===== src/rtl/dmem_pkg.sv =====
// dmem_pkg -- shared types and constants for the data-memory controller.
//   state_e   : controller FSM states (IDLE, REQ, WAIT, DONE)
//   size_e    : access size (byte, half, word)
//   BE_*      : unshifted byte-enable patterns per access size
//   lane_off  : byte lane of the access inside the 32-bit word
package dmem_pkg;

    typedef enum logic [1:0] {
        S_IDLE,
        S_REQ,
        S_WAIT,
        S_DONE
    } state_e;

    typedef enum logic [1:0] {
        SZ_BYTE,
        SZ_HALF,
        SZ_WORD
    } size_e;

    localparam logic [3:0] BE_BYTE = 4'b0001;
    localparam logic [3:0] BE_HALF = 4'b0011;
    localparam logic [3:0] BE_WORD = 4'b1111;

    // Halves only honour addr[1] and words always sit in lane 0, so
    // misaligned addresses degrade to the containing aligned slot.
    function automatic logic [1:0] lane_off(input size_e sz, input logic [1:0] a);
        case (sz)
            SZ_BYTE: return a;
            SZ_HALF: return {a[1], 1'b0};
            default: return 2'b00;
        endcase
    endfunction

endpackage


===== src/rtl/dmem_load_ext.sv =====
// load_ext -- combinational load alignment and extension.
//   rdata_i  : raw bus read word
//   size_i   : access size
//   off_i    : byte lane of the access
//   exsign_i : 1 = sign-extend, 0 = zero-extend
//   data_o   : right-aligned, extended load result
module load_ext
    import dmem_pkg::*;
(
    input  logic [31:0] rdata_i,
    input  size_e       size_i,
    input  logic [1:0]  off_i,
    input  logic        exsign_i,
    output logic [31:0] data_o
);

    logic [31:0] sh;

    always_comb begin
        sh = rdata_i >> {off_i, 3'b000};
        case (size_i)
            SZ_BYTE: data_o = {{24{exsign_i & sh[7]}}, sh[7:0]};
            SZ_HALF: data_o = {{16{exsign_i & sh[15]}}, sh[15:0]};
            default: data_o = rdata_i;
        endcase
    end

endmodule


===== src/rtl/dmem_ctrl.sv =====
// dmem_ctrl -- pipeline data-memory controller bridging load/store requests
// onto a simple req/gnt/rvalid bus.
//   Pipeline side : mem_re, mem_we, isByte, isHalf, exsign, addr, wdata in;
//                   stall, load_data, load_valid, bus_err (, misalign) out.
//   Bus side      : bus_req, bus_we, bus_addr, bus_be, bus_wdata out;
//                   bus_gnt, bus_rvalid, bus_rdata in.
//   TIMEOUT       : cycles allowed in REQ+WAIT before the access is aborted.
// Optional feature: define DMEM_MISALIGN_EXC_EN to reject misaligned half/word
// requests with a misalign pulse instead of silently aligning them.
module dmem_ctrl
    import dmem_pkg::*;
#(
    parameter int unsigned TIMEOUT = 255
) (
    input  logic        clk,
    input  logic        rst_n,
    input  logic        mem_re,
    input  logic        mem_we,
    input  logic        isByte,
    input  logic        isHalf,
    input  logic        exsign,
    input  logic [31:0] addr,
    input  logic [31:0] wdata,
    output logic        stall,
    output logic [31:0] load_data,
    output logic        load_valid,
    output logic        bus_err,
`ifdef DMEM_MISALIGN_EXC_EN
    output logic        misalign,
`endif
    output logic        bus_req,
    output logic        bus_we,
    output logic [31:0] bus_addr,
    output logic [3:0]  bus_be,
    output logic [31:0] bus_wdata,
    input  logic        bus_gnt,
    input  logic        bus_rvalid,
    input  logic [31:0] bus_rdata
);

    localparam logic [7:0] TO = 8'(TIMEOUT);

    state_e      state_q, state_d;
    logic [7:0]  cnt_q, cnt_d;
    logic [31:0] ldata_q, ldata_d;
    logic        err_q, err_d;
    logic [29:0] waddr_q;
    size_e       size_q;
    logic [1:0]  off_q;
    logic        we_q, sx_q;
    logic [3:0]  be_q;
    logic [31:0] wdata_q;

    size_e       req_sz;
    logic [1:0]  req_off;
    logic [3:0]  req_be;
    logic        req, accept, capture, timeout;
    logic [31:0] ext_data;

    // Request decode (IDLE side)
    assign req_sz  = isByte ? SZ_BYTE : (isHalf ? SZ_HALF : SZ_WORD);
    assign req_off = lane_off(req_sz, addr[1:0]);
    assign req     = mem_re | mem_we;

    always_comb begin
        case (req_sz)
            SZ_BYTE: req_be = BE_BYTE << req_off;
            SZ_HALF: req_be = BE_HALF << req_off;
            default: req_be = BE_WORD;
        endcase
    end

`ifdef DMEM_MISALIGN_EXC_EN
    logic mis;
    assign mis      = ((req_sz == SZ_HALF) & addr[0]) |
                      ((req_sz == SZ_WORD) & (addr[1:0] != 2'b00));
    assign accept   = req & ~mis;
    assign misalign = rst_n & (state_q == S_IDLE) & req & mis;
`else
    assign accept   = req;
`endif

    // Counter holds cycles already spent in REQ/WAIT; the abort fires in
    // the cycle that would make it reach TIMEOUT, so REQ+WAIT never
    // exceeds TIMEOUT cycles. Timeout is tested before gnt/rvalid.
    assign timeout = ((cnt_q + 8'd1) == TO);

    always_comb begin
        state_d = state_q;
        cnt_d   = cnt_q;
        ldata_d = ldata_q;
        err_d   = err_q;
        capture = 1'b0;
        case (state_q)
            S_IDLE: begin
                err_d = 1'b0;
                if (accept) begin
                    capture = 1'b1;
                    cnt_d   = 8'd0;
                    state_d = S_REQ;
                end
            end
            S_REQ: begin
                cnt_d = cnt_q + 8'd1;
                if (timeout) begin
                    err_d   = 1'b1;
                    ldata_d = 32'd0;
                    state_d = S_DONE;
                end else if (bus_gnt) begin
                    state_d = we_q ? S_DONE : S_WAIT;
                end
            end
            S_WAIT: begin
                cnt_d = cnt_q + 8'd1;
                if (timeout) begin
                    err_d   = 1'b1;
                    ldata_d = 32'd0;
                    state_d = S_DONE;
                end else if (bus_rvalid) begin
                    ldata_d = ext_data;
                    state_d = S_DONE;
                end
            end
            default: begin
                err_d   = 1'b0;
                state_d = S_IDLE;
            end
        endcase
    end

    always_ff @(posedge clk) begin
        if (!rst_n) begin
            state_q <= S_IDLE;
            cnt_q   <= 8'd0;
            ldata_q <= 32'd0;
            err_q   <= 1'b0;
            waddr_q <= 30'd0;
            size_q  <= SZ_WORD;
            off_q   <= 2'b00;
            we_q    <= 1'b0;
            sx_q    <= 1'b0;
            be_q    <= 4'b0000;
            wdata_q <= 32'd0;
        end else begin
            state_q <= state_d;
            cnt_q   <= cnt_d;
            ldata_q <= ldata_d;
            err_q   <= err_d;
            if (capture) begin
                waddr_q <= addr[31:2];
                size_q  <= req_sz;
                off_q   <= req_off;
                we_q    <= mem_we;   // store wins when both re and we are set
                sx_q    <= exsign;
                be_q    <= req_be;
                wdata_q <= wdata << {req_off, 3'b000};
            end
        end
    end

    load_ext u_load_ext (
        .rdata_i  (bus_rdata),
        .size_i   (size_q),
        .off_i    (off_q),
        .exsign_i (sx_q),
        .data_o   (ext_data)
    );

    assign stall      = rst_n & (((state_q == S_IDLE) & accept) |
                                 (state_q == S_REQ) | (state_q == S_WAIT));
    assign bus_req    = (state_q == S_REQ);
    assign bus_we     = (state_q == S_REQ) & we_q;
    assign bus_addr   = {waddr_q, 2'b00};
    assign bus_be     = be_q;
    assign bus_wdata  = wdata_q;
    assign load_data  = ldata_q;
    assign load_valid = (state_q == S_DONE) & ~we_q & ~err_q;
    assign bus_err    = err_q;

endmodule


===== config.mk =====
export PLATFORM = sky130hd
export DESIGN_NAME = dmem_ctrl
export DESIGN_NICKNAME = d
export VERILOG_FILES = /design/src/rtl/dmem_pkg.sv /design/src/rtl/dmem_load_ext.sv /design/src/rtl/dmem_ctrl.sv
export SDC_FILE = /design/constraint.sdc
export NUM_CORES = 1
export LEC_CHECK = 0
export CORE_ASPECT_RATIO = 0.7
export CORE_MARGIN = 2
export CORE_UTILIZATION = 35
export CTS_CLUSTER_SIZE = 12
export DETAILED_ROUTE_END_ITERATION = 8
export PLACE_DENSITY = 0.64
export REMOVE_ABC_BUFFERS = 1
export SLEW_MARGIN = 0
export SYNTH_ARGS = -nofsm -noshare
export SYNTH_HDL_FRONTEND = slang
export SYNTH_HIERARCHICAL = 1
export SYNTH_SLANG_ARGS = --single-unit

===== constraint.sdc =====
create_clock -name clk -period 2.3 [get_ports clk]
set_input_delay 0.46 -clock clk [delete_from_list [all_inputs] [get_ports clk]]
set_output_delay 0.46 -clock clk [all_outputs]
set_load 0.01 [all_outputs]

== Yosys cells after proc, flatten, opt, wreduce, memory -nomap -nowiden ==
Index checks and enable logic that the tools add are counted.

* Bits in registers: 115
* Input port bits: 105
* Logic and storage cells: 68

* Add/sub/neg operators: 1
* Bitwise gates (word level): 12
* Shift operators: 4
* Eq/ne operators: 10
* Mux-type cells: 20
* Reduce and logical (&&, ||, !) cells: 10

{| class="wikitable"
|+ Operator list
! cell !! number
|-
| case mux 32 bit (2 select lines) || 2
|-
| two-way mux 32 bit || 3
|-
| left shift 32 x 5 -> 32 bit || 1
|-
| >> shifter 32 x 5 -> 16 bit || 1
|-
| case mux 8 bit (2 select lines) || 1
|-
| two-way mux 2 bit || 7
|-
| adder 8 x 1 -> 8 bit, second input constant || 1
|-
| equality test 8 bit, second input constant || 1
|-
| two-way mux 8 bit || 1
|-
| case mux 4 bit (2 select lines) || 1
|-
| bitwise AND 1 bit || 7
|-
| equality test 2 x 1 -> 1 bit, second input constant || 3
|-
| zero test 2 bit || 3
|-
| case mux 2 bit (3 select lines) || 1
|-
| AND reduction 3 bit || 2
|-
| equality test 2 bit, second input constant || 2
|-
| case mux 2 bit (2 select lines) || 1
|-
| AND reduction 2 bit || 2
|-
| nonzero test 2 bit || 2
|-
| left shift 1 x 2 -> 4 bit, first input constant || 1
|-
| left shift 2 x 2 -> 4 bit, first input constant || 1
|-
| two-way mux 1 bit || 3
|-
| inequality test 3 x 1 -> 1 bit, second input constant || 1
|-
| inequality test 3 bit, second input constant || 1
|-
| other kinds (5) || 8
|}

== Logic depth before layout (Yosys ltp) ==
* Depth after elaboration: 6
* Gate-level depth with buffers: 10

== Modules after synthesis ==
Netlist, hierarchy kept.

{| class="wikitable"
|+ Modules (own cells, without submodules)
! module !! sequential area each (µm²) !! cells each !! area an instance (µm²) !! instances
|-
| dmem_ctrl || 2302.2 || 509 || 4747.1 || 1
|-
| load_ext || 0.0 || 112 || 737.0 || 1
|}

== Worst setup path after synthesis ==
OpenSTA, ideal clock, no wires.

* Kind: reg2reg
* Start point: reg cnt_q[0]
* End point: reg ldata_q[10], in the netlist load_data[10]
* Arrival: 1.989 ns
* Clock period less this slack: 2.107 ns
* Slack: 0.193 ns
* Cell stages (with the launch flop): 8
* Data required time: 2.183 ns
* Cell sequence: dfxtp_1 -> ha_1 -> or2b_1 -> nor3_1 -> o32ai_4 -> a22o_2 -> buf_6 -> a32o_2

* Longest elaborated chain between the ends: 4
* Elaborated cells on any way between the ends: 7
* Classes of those cells: 1 x add/sub; 3 x eq/ne; 2 x mux; 1 x reduce/logical

{| class="wikitable"
|+ Ends and longest elaborated chain
! item !! line !! text
|-
| start, declared || dmem_ctrl.sv:44 || <nowiki>logic [7:0] cnt_q, cnt_d;</nowiki>
|-
| start signal, assigned || dmem_ctrl.sv:146 || <nowiki>cnt_q <= cnt_d;</nowiki>
|-
| adder 8 x 1 -> 8 bit * || dmem_ctrl.sv:86 || <nowiki>assign timeout = ((cnt_q + 8'd1) == TO);</nowiki>
|-
| equality test 8 bit * || dmem_ctrl.sv:86 ||
|-
| inequality test 3 bit (no line), or another cell as far along || n/a ||
|-
| AND reduction 3 bit (no line) / case mux 32 bit (2 select lines) (equally long branches) || n/a ||
|-
| end signal, assigned || dmem_ctrl.sv:147 || <nowiki>ldata_q <= ldata_d;</nowiki>
|-
| end, declared || dmem_ctrl.sv:45 || <nowiki>logic [31:0] ldata_q, ldata_d;</nowiki>
|}

Every way passes the cells marked *; elsewhere a longest branch is shown, timed or not.
A chain may end at the register's enable or synchronous reset.

== Worst setup path in the final report ==
* Start point: reg state_q[1]
* End point: out bus_we

* Longest elaborated chain between the ends: 2

{| class="wikitable"
|+ Ends and longest elaborated chain
! item !! line !! text
|-
| start, declared || dmem_ctrl.sv:43 || <nowiki>state_e state_q, state_d;</nowiki>
|-
| start signal, assigned || dmem_ctrl.sv:145 || <nowiki>state_q <= state_d;</nowiki>
|-
| equality test 2 x 1 -> 1 bit || dmem_ctrl.sv:172 || <nowiki>assign bus_we = (state_q == S_REQ) & we_q;</nowiki>
|-
| bitwise AND 1 bit || dmem_ctrl.sv:172 ||
|-
| end, declared || dmem_ctrl.sv:32 || <nowiki>output logic bus_we,</nowiki>
|}

Every way passes these cells.

==> reports/summary.txt <==
sequential area share after synthesis: 0.4198
Setup crit end kind: primary output
flop2flop setup slack: 0.11 ns
crit path launch type: flip-flop
Worst Tran Pin Value: 0.6697 ns
router iterations before antenna repair: 5
top cell type's share of synthesized area: 0.4198
Primary FF master, synth: dfxtp_1
total power: 0.008596 W
Global Route Usage Sum: 0.2104
Resized cells post-CTS: 4
vias in the first global route: 5,506
die span in y: 108.7 um
Final Non-Filler Cells: 1,043
Cells after Synth: 621
Clk Latency, worst-skew pair: 0.40 ns
Setup Skew: 0.007534 ns
CTS buffer count: 17
Hold Buf Count CTS: 0
hold wc startpoint: waddr_q[25]$_SDFFE_PN0P_
WS Path Type: flip-flop to primary output
worst min path class: flip-flop to flip-flop
achievable frequency: 456.3 MHz
total wire length: 18.08 mm
final setup fails: 0
H-tree lvl count: 4
P_leak: 3.494 nW
Initial Util: 0.3560
IO Port Bufs: 207
post-route DRC violation count: 0
filler cell count: 1,395
total number of vias: 5,512
status: finished, final reports clean
WP buf/inv: 2
Yosys reg bits: 115
GRT overflow: 0
final number of hold-violating endpoints: 0
Crit-path slowest cell: clkdlybuf4s50_1
CTS Sinks: 115
Hold Path Depth: 2
CTS clk-pin slew, worst paths: 0.06 ns
ranking of synthesized cells by area: dfxtp_1 42%, nand2_1 7.3%, a32o_2 6.2%
Post-Syn Area: 5484 um2
fin util: 0.5487
Max Cap Violations: 0
most frequent cell after synthesis: dfxtp_1
Final TNS setup: 0 ns
CTS tree: yes
Antenna diodes: 0
CTS root buf: clkbuf_16
WP data required: 1.84 ns
Yosys cell types: 65
Final period util: 0.9529
Die X-Extent: 153.6 um
Worst slew margin: 0.5526
yosys warns: 6
Net count, final: 941
Tmin final: 2.192 ns
dpl cells: 1,011
antenna violations before repair: 0
layout cells sized above 1: 0.1459
most frequent cells after synthesis: 115 x dfxtp_1, 107 x nand2_1, 66 x a21oi_1
hold path endpoint: waddr_q[25]$_SDFFE_PN0P_
Vias/cell: 5.285
Max FO, Critical Path: 4
crit-path max cell delay: 0.47 ns
wire per inst: 17.33 um
Reg-to-Reg Start: cnt_q[0]$_SDFFE_PN0P_
dpl hpwl: 13.08 mm
Routed Antenna Nets: 0
Reg2Reg Depth: 8
RSZ-0062 raised after global routing: no
die area: 16,700 um2
critical path cell sequence: inv_1 -> ha_1 -> and2_1 -> clkdlybuf4s50_1
DR iter-0 viols: 303
hold_ws: 0.4542 ns
# rows: 38
gp weighted congestion: 0.8219
Synth area leader: dfxtp_1
first-pass GRT wire length: 28.24 mm
postcts setup bufs: 0
reg2reg end: load_data[17]$_SDFFE_PN0P_
asr flop ratio synth: 0
Ports: 210
clk buf depth: 2
Slew Limit Fails: 0
PD cells: 1017 nW/um2
core area: 15,400 um2
cell family with most CP delay: buffers and inverters
Max VDD drop: 0.4896 mV
number of enable flip-flop cells after synthesis: 0
arrival time worst endpoint: 1.73 ns
Mean Syn Cell Area: 8.831 um2
largest net degree at the start of global routing: 48
area grow syn2layout: 54.12%
==> registers in the layout, summed over array words and instances, names as in the netlist <==
name / count
we_q: 1
bus_be: 4
sx_q: 1
off_q: 2
bus_wdata: 32
bus_err: 1
cnt_q: 8
state_q: 2
size_q: 2
load_data: 32
waddr_q: 30
==> tightest hold or removal path: cells and delay by family, from the launching register on <==
family / cells / cell delay (ns)
and+or+nand+nor: 1 / 0.05
AOI/OAI and AO/OA: 1 / 0.05
DFF: 1 / 0.31
==> layout make-up <==
cell class,instances,area (um2),share of cell area
multi-input cells,441,2856,0.3380
repair buffers,242,2382,0.2819
flip-flops and latches,115,2302,0.2724
clock buffers,21,460.4,0.05448
well taps,200,250.2,0.02961
clock inverters,11,151.4,0.01791
inverters,13,48.80,0.005773
==> layer usage <==
metal,routed length (um),vias up,GRT usage,part of all wire
li1,-,2679,-,-
met1,8021,2658,0.2662,0.44
met2,8576,157,0.3495,0.47
met3,1299,18,0.07114,0.072
met4,182,0,0.04980,0.010
met5,0,-,0,0
==> where the power goes <==
group | total (W) | switching [W] | internal, W
Sequential | 0.00255 | 0.000203 | 0.00235
Combinational | 0.00331 | 0.00179 | 0.00152
Clock | 0.00274 | 0.000971 | 0.00177
Total | 0.00860 | 0.00296 | 0.00563
==> worst max path at each step <==
| stage | cells after the start | start | slack (ns) | to |
|---|---|---|---|---|
| after floorplan | 4 | mem_we | -1.78 | bus_wdata[16]$_SDFFE_PN0P_ |
| after CTS | 8 | cnt_q[0]$_SDFFE_PN0P_ | 0.07 | load_data[19]$_SDFFE_PN0P_ |
| after global placement | 6 | bus_rdata[31] | -0.11 | load_data[16]$_SDFFE_PN0P_ |
| final | 4 | state_q[1]$_SDFFE_PN0P_ | 0.11 | bus_we |
| after detailed placement | 6 | bus_rdata[31] | -0.17 | load_data[19]$_SDFFE_PN0P_ |
| after global routing | 4 | state_q[1]$_SDFFE_PN0P_ | 0.01 | bus_we |
==> per-stage QoR <==
stage | cell area [um2] | setup slack (ns)
2_1_floorplan | 5186 | -1.780
3_3_place_gp | 7833 | -0.1111
3_5_place_dp | 7833 | -0.1659
4_1_cts | 8447 | 0.07396
5_1_grt | 8452 | 0.009784
6_report | 8452 | 0.1083
==> kinds of logic after synthesis <==
logic type / after synthesis / share of synthesized area
AOI/OAI and AO/OA: 195 / 0.2663
adders and majority gates: 6 / 0.01369
buffers and inverters: 66 / 0.06388
DFF: 115 / 0.4198
muxes: 35 / 0.06845
other: 1 / 0.0006838
and+or+nand+nor: 203 / 0.1672
==> cell usage in the layout (no fill, tap or decap), drive strengths merged, types with 7 or more instances in the layout <==
cell,netlist,layout
a21oi,66,66
a222oi,8,8
a22o,7,7
a22oi,11,11
a32o,32,32
buf,18,35
clkbuf,32,21
clkdlybuf4s50,0,205
dfxtp,115,115
inv,12,14
mux2,10,10
mux2i,24,24
nand2,107,107
nand3b,9,9
nor2,53,53
o211a,7,7
o21ai,21,21
o22ai,9,9
o31ai,7,7
No activity file was read; power rests on OpenSTA's default activity.
